File: src/rtl/cpu_pkg.sv
// Shared CPU constants: datapath widths and the architecturally special register indexes.
package cpu_pkg;
    localparam int DATA_W   = 32;
    localparam int ADDR_W   = 5;
    localparam int REG_ZERO = 0;
    localparam int REG_RA   = 31;
endpackage

File: src/rtl/regfile_scoreboard.sv
// Per-register pending bits for loads in flight, with two combinational lookup ports.
module regfile_scoreboard #(
    parameter int ADDR_W = cpu_pkg::ADDR_W
) (
    input  logic              clk,
    input  logic              rst,
    input  logic              set,
    input  logic [ADDR_W-1:0] set_addr,
    input  logic              clr,
    input  logic [ADDR_W-1:0] clr_addr,
    input  logic [ADDR_W-1:0] addr1,
    input  logic [ADDR_W-1:0] addr2,
    output logic              hit1,
    output logic              hit2
);
    localparam int DEPTH = 2 ** ADDR_W;

    logic [DEPTH-1:0] pending;
    logic [DEPTH-1:0] pending_nxt;

    // Set is applied after clear so a newer load to the same index stays outstanding.
    always_comb begin
        pending_nxt = pending;
        if (clr)
            pending_nxt[clr_addr] = 1'b0;
        if (set)
            pending_nxt[set_addr] = 1'b1;
        pending_nxt[cpu_pkg::REG_ZERO] = 1'b0;
    end

    always_ff @(posedge clk or posedge rst) begin
        if (rst)
            pending <= '0;
        else
            pending <= pending_nxt;
    end

    assign hit1 = pending[addr1];
    assign hit2 = pending[addr2];
endmodule

File: src/rtl/regfile_wb.sv
// Register file with a one-entry write-back latch, read bypass and load scoreboard.
module regfile_wb #(
    parameter int DATA_W = cpu_pkg::DATA_W,
    parameter int ADDR_W = cpu_pkg::ADDR_W,
    parameter bit BYPASS = 1'b1
) (
    input  logic              clk,
    input  logic              rst,
    input  logic              we,
    input  logic [ADDR_W-1:0] waddr,
    input  logic [DATA_W-1:0] wdata,
    input  logic [ADDR_W-1:0] raddr1,
    input  logic [ADDR_W-1:0] raddr2,
    output logic [DATA_W-1:0] rdata1,
    output logic [DATA_W-1:0] rdata2,
    input  logic              pend_set,
    input  logic [ADDR_W-1:0] pend_addr,
    output logic              hazard1,
    output logic              hazard2,
    input  logic [ADDR_W-1:0] dbg_addr,
    output logic [DATA_W-1:0] dbg_data
);
    localparam int DEPTH = 2 ** ADDR_W;

    logic [DATA_W-1:0] mem [DEPTH];
    logic              wb_valid;
    logic [ADDR_W-1:0] wb_addr;
    logic [DATA_W-1:0] wb_data;

    logic [1:0][ADDR_W-1:0] raddr;
    logic [1:0][DATA_W-1:0] rdata;
    logic                   hit1;
    logic                   hit2;

    // Writes to index 0 never enter the latch, so the array entry 0 stays zero.
    always_ff @(posedge clk or posedge rst) begin
        if (rst) begin
            wb_valid <= 1'b0;
            wb_addr  <= '0;
            wb_data  <= '0;
            for (int i = 0; i < DEPTH; i++)
                mem[i] <= '0;
        end else begin
            wb_valid <= we && (waddr != '0);
            wb_addr  <= waddr;
            wb_data  <= wdata;
            if (wb_valid)
                mem[wb_addr] <= wb_data;
        end
    end

    assign raddr = {raddr2, raddr1};

    for (genvar p = 0; p < 2; p++) begin : g_rd
        logic [DATA_W-1:0] val;
        always_comb begin
            val = '0;
            if (!rst && raddr[p] != '0) begin
                if (BYPASS && we && waddr == raddr[p])
                    val = wdata;
                else if (BYPASS && wb_valid && wb_addr == raddr[p])
                    val = wb_data;
                else
                    val = mem[raddr[p]];
            end
        end
        assign rdata[p] = val;
    end

    assign rdata1   = rdata[0];
    assign rdata2   = rdata[1];
    assign dbg_data = rst ? '0 : mem[dbg_addr];

    regfile_scoreboard #(.ADDR_W(ADDR_W)) u_sb (
        .clk      (clk),
        .rst      (rst),
        .set      (pend_set),
        .set_addr (pend_addr),
        .clr      (we),
        .clr_addr (waddr),
        .addr1    (raddr1),
        .addr2    (raddr2),
        .hit1     (hit1),
        .hit2     (hit2)
    );

    assign hazard1 = hit1 && !rst;
    assign hazard2 = hit2 && !rst;
endmodule

File: config.mk
export PLATFORM = sky130hd
export DESIGN_NAME = regfile_wb
export DESIGN_NICKNAME = d
export VERILOG_FILES = /design/src/rtl/cpu_pkg.sv /design/src/rtl/regfile_scoreboard.sv /design/src/rtl/regfile_wb.sv
export SDC_FILE = /design/constraint.sdc
export NUM_CORES = 2
export LEC_CHECK = 0
export BUFFER_PORTS_ARGS = -buffer_cell sky130_fd_sc_hd__clkbuf_2
export CORE_MARGIN = 2
export CORE_UTILIZATION = 30
export CTS_CLUSTER_SIZE = 8
export DETAILED_ROUTE_END_ITERATION = 6
export PLACE_DENSITY = 0.46
export REMOVE_ABC_BUFFERS = 1
export SETUP_SLACK_MARGIN = 0.1
export SLEW_MARGIN = 0
export SYNTH_ARGS = -nofsm -noshare
export SYNTH_HDL_FRONTEND = slang
export SYNTH_SLANG_ARGS = --single-unit
File: constraint.sdc
create_clock -name clk -period 44.8 [get_ports clk]
set_input_delay 2.24 -clock clk [delete_from_list [all_inputs] [get_ports clk]]
set_output_delay 2.24 -clock clk [all_outputs]
set_load 0.01 [all_outputs]
==> qor.tcl <==
set qor(run_status) {finished, final reports clean}
set qor(vdd_drop_max_mv) 0.03513
set qor(post_synth_fa_ha_maj_area_fraction) 0
set qor(cts.reportedPaths.clkPinSlew_ns) 0.06
set qor(power_per_cell_area_mw_per_mm2) 43.11
set qor(setup.worst_path.class) {input port to output port}
set qor(grt_util_all_layers) 0.2357
set qor(final_antenna_net_count) 0
set qor(maximum_number_of_pins_on_one_net_before_global_route_repair) 170
set qor(htree_levels) 4
set qor(grt_pass1_vias) 47260
set qor(synth.avg_cell_area_um2) 14.45
set qor(synth_xor_xnor_area_share) 0.002616
set qor(synth-warning-count) 0
set qor(antenna_violations_before_repair) 12
set qor(critical-path-max-stage-delay_ns) 0.80
set qor(most_frequent_cell_after_synthesis) {dfrtp_1}
set qor(cp-end-kind) {output port}
set qor(synth_sequential_area_ratio) 0.4085
set qor(route.vias.total) 45660
set qor(seq_power_share) 0.425
set qor(post_synth_most_frequent_cells) {1,093 x dfrtp_1, 982 x mux2_2, 706 x mux4_2, 319 x mux2i_1, 261 x clkbuf_1}
set qor(timing.rr.start) {wb_valid$_DFF_PP0_}
set qor(synth.top_cell.area_share) 0.4085
set qor(postSynth.asyncResetShare) 1.000
set qor(globalplace.congestion) 0.7902
set qor(netSwitchingPower_w) 0.0009806
set qor(cap_viol_max_count) 0
set qor(design.final.nets) 4623
set qor(maxClockFrequency_ghz) 0.1165
set qor(gr-total-overflow) 0
set qor(final_critical_path_setup_slack_ns) 36.22
set qor(cts_num_sinks) 1093
set qor(synth_top_family_by_area) {multiplexers}
set qor(worst-endpoint-arrival_ns) 6.34
set qor(num_rows) 173
set qor(areaGrowthSynthToFinish_pct) 11.88
set qor(synthesized_area_fraction_occupied_by_and_or_nand_nor_cells) 0.02724
set qor(clk_path_buf_depth) 3
set qor(min_path_cells) 2
set qor(multi_input_comb_area_mm2) 0.03757
set qor(tritoncts_clock_tree) {done}
set qor(period_minus_slack_ns) 8.584
set qor(worst_path_most_repeated_cell) {buf_4}
set qor(period_share) 0.1916
set qor(worst_r2r_endpoint) {mem[872]$_DFFE_PP0P_}
set qor(yosys-top-cells-area) {dfrtp_1 41%, mux4_2 24%, mux2_2 17%}
set qor(clk_latency_ns) 0.81
set qor(timing_hold_violations_final) 0
set qor(critical_path_peak_fanout) 44
set qor(p_sw_frac) 0.3036
set qor(cp_top_family) {buffers and inverters}
set qor(regToRegSetupSlack_ns) 41.42
set qor(cts_made_buffers) 156
set qor(ff2ff_path_depth) 4
set qor(start_util) 0.3015
set qor(cts_root_buf) {clkbuf_16}
set qor(combinational_share_of_power) 0.235
set qor(grt_setup_unrepaired) {false}
set qor(syn_inst) 4635
set qor(ys_ff_latch) 1093
set qor(finalClockSkew_ns) 0.02757
set qor(drt_pre_antenna_iters) 7
set qor(synth_top_area_cell) {dfrtp_1}
set qor(core_area_mm2) 0.2221
set qor(route.detailed.drc) 0
set qor(final_max_slew_viol_count) 0
set qor(synth_enable_flop_cells) 0
set qor(postCtsSetupBuffers) 0
set qor(crit_path_top_delay_cell) {buf_4}
set qor(buffers_plus_inverters_on_the_worst_setup_path) 5
set qor(chipWidth_um) 476.5
set qor(io_buffer_count) 158
set qor(crit_path_start_kind) {input port}
set qor(worst-slew-pin-transition_ns) 1.326
set qor(synth_compound_area_frac) 0.05082
set qor(report.final.setup_viol) 0
set qor(timing.critical_path.cells) {buf_8 > buf_4 > buf_4 > buf_4 > mux4_2 > mux2_2 > o22ai_1 > o32ai_1 > clkbuf_2}
set qor(wl_per_cell_um) 35.74
set qor(dp.final_hpwl_um) 151200
set qor(leakage_power_total_nw) 31.21
set qor(ys_dominant_reg_cell) {dfrtp_1}
set qor(hold_path_startpoint) {u_sb.pending[22]$_DFF_PP0_}
set qor(syn-cell-area_mm2) 0.06696
set qor(preCtsSetupSlack_ns) 36.14
set qor(internal_power_w) 0.002249
set qor(post_synth_num_cell_types) 57
set qor(fin_setup_tns_ns) 0
set qor(cts.hold.buffers_added) 0
set qor(synth_mux_area_frac) 0.4747
set qor(drt_iter0_drc) 4609
set qor(top_level_ports) 159
set qor(final_layout_size_suffix_gt1_frac) 0.4857
set qor(critical_path_required_ns) 42.56
set qor(worst_hold_path.endpoint) {u_sb.pending[22]$_DFF_PP0_}
set qor(max_slew_margin_vs_limit) 0.1162
set qor(die_y_um) 476.5
set qor(fp.dieArea_mm2) 0.2270
set qor(detail_route.vias_per_cell) 6.037
set qor(seq_area_mm2) 0.02735
set qor(grt_first_pass_wirelength_um) 383700
set qor(min-delay-path-class) {register to register}
set qor(clockPowerShare) 0.340
set qor(postCtsResizedCells) 0
set qor(fillers) 21650
set qor(detail_route.wirelength_um) 270300
## cells in the final DEF (no fill, tap or decap), drive strengths merged, types with 6 or more instances in the layout
master      n
a22oi     123
o22ai      50
mux2     1127
o211ai     31
nor3b      10
nand3      37
a31oi      32
xor2        6
a221o      31
nand3b     15
o32ai      32
or3b        6
nor3       66
nand2      60
clkbuf    314
dfrtp    1093
a2bb2oi    31
mux2i     319
o21ai      96
nor2       59
inv        44
nand4      35
and2       31
buf       139
xnor2      14
a21oi      33
nor2b      16
mux4      706
## cells by family (layout without fill, tap and decap cells)
kind of cell	after synthesis	after routing
XOR/XNOR	20	20
buffers and inverters	550	502
AND/OR/NAND/NOR	350	350
flip-flops	1093	1093
multiplexers	2152	2152
AO/OA/AOI/OAI	470	470
other	0	1
## layout make-up
cell class | instances | area share
sequential | 1093 | 0.3651
inverter | 34 | 0.001804
clock buffer | 168 | 0.05368
multi-input combinational | 2992 | 0.5015
clock inverter | 15 | 0.002405
tap | 2975 | 0.04969
timing repair buffer | 285 | 0.02584
antenna | 1 | 0.00003340
## worst reg2reg max path, stage by stage, from the launching register on
cell and delay (ns):
dfrtp_1 0.53, nor3b_1 1.04, nand2_4 0.67, buf_4 0.62
mux2_2 0.40
## per-layer routing
| layer | track usage | wire, um |
|---|---|---|
| met1 | 0.3281 | 118500 |
| met3 | 0.04562 | 17880 |
| met5 | 0 | 18 |
| met4 | 0.08506 | 10560 |
| met2 | 0.3648 | 123400 |
## through the flow
stage	total power (W)	cells	hold WS, ns	utilization	cell area [um^2]
floorplan	0.001858	4119	0.4811	-	64670
global placement	0.002128	7379	0.5026	0.3184	70710
detailed placement	0.002143	7379	0.5162	0.3184	70710
CTS	0.003252	7562	0.5311	0.3373	74910
global route	0.003372	7562	0.5512	0.3373	74910
finish	0.003230	7563	0.5291	0.3373	74920
## registers in the layout, indices dropped and copies added (netlist names)
register	count
mem	1024
u_sb.pending	31
wb_data	32
wb_addr	5
wb_valid	1
## worst max path at each step
stage / start / end / slack, ns / cells after the start
2_1_floorplan: rst / rdata1[30] / 1.26 / 4
3_3_place_gp: raddr1[0] / rdata1[18] / 36.01 / 10
3_5_place_dp: raddr1[0] / rdata1[18] / 36.14 / 9
4_1_cts: raddr1[0] / rdata1[18] / 36.13 / 9
5_1_grt: raddr1[0] / rdata1[18] / 35.80 / 10
6_report: raddr1[0] / rdata1[18] / 36.22 / 9
## power groups by stage
stage / Combinational (W) / Clock, W / Sequential (W)
floorplan: 0.000543 / 0 / 0.00131
global placement: 0.000749 / 0 / 0.00138
detailed placement: 0.000760 / 0 / 0.00138
CTS: 0.000763 / 0.00112 / 0.00137
global route: 0.000810 / 0.00116 / 0.00140
finish: 0.000759 / 0.00110 / 0.00137
No activity file was read; power rests on OpenSTA's default activity.
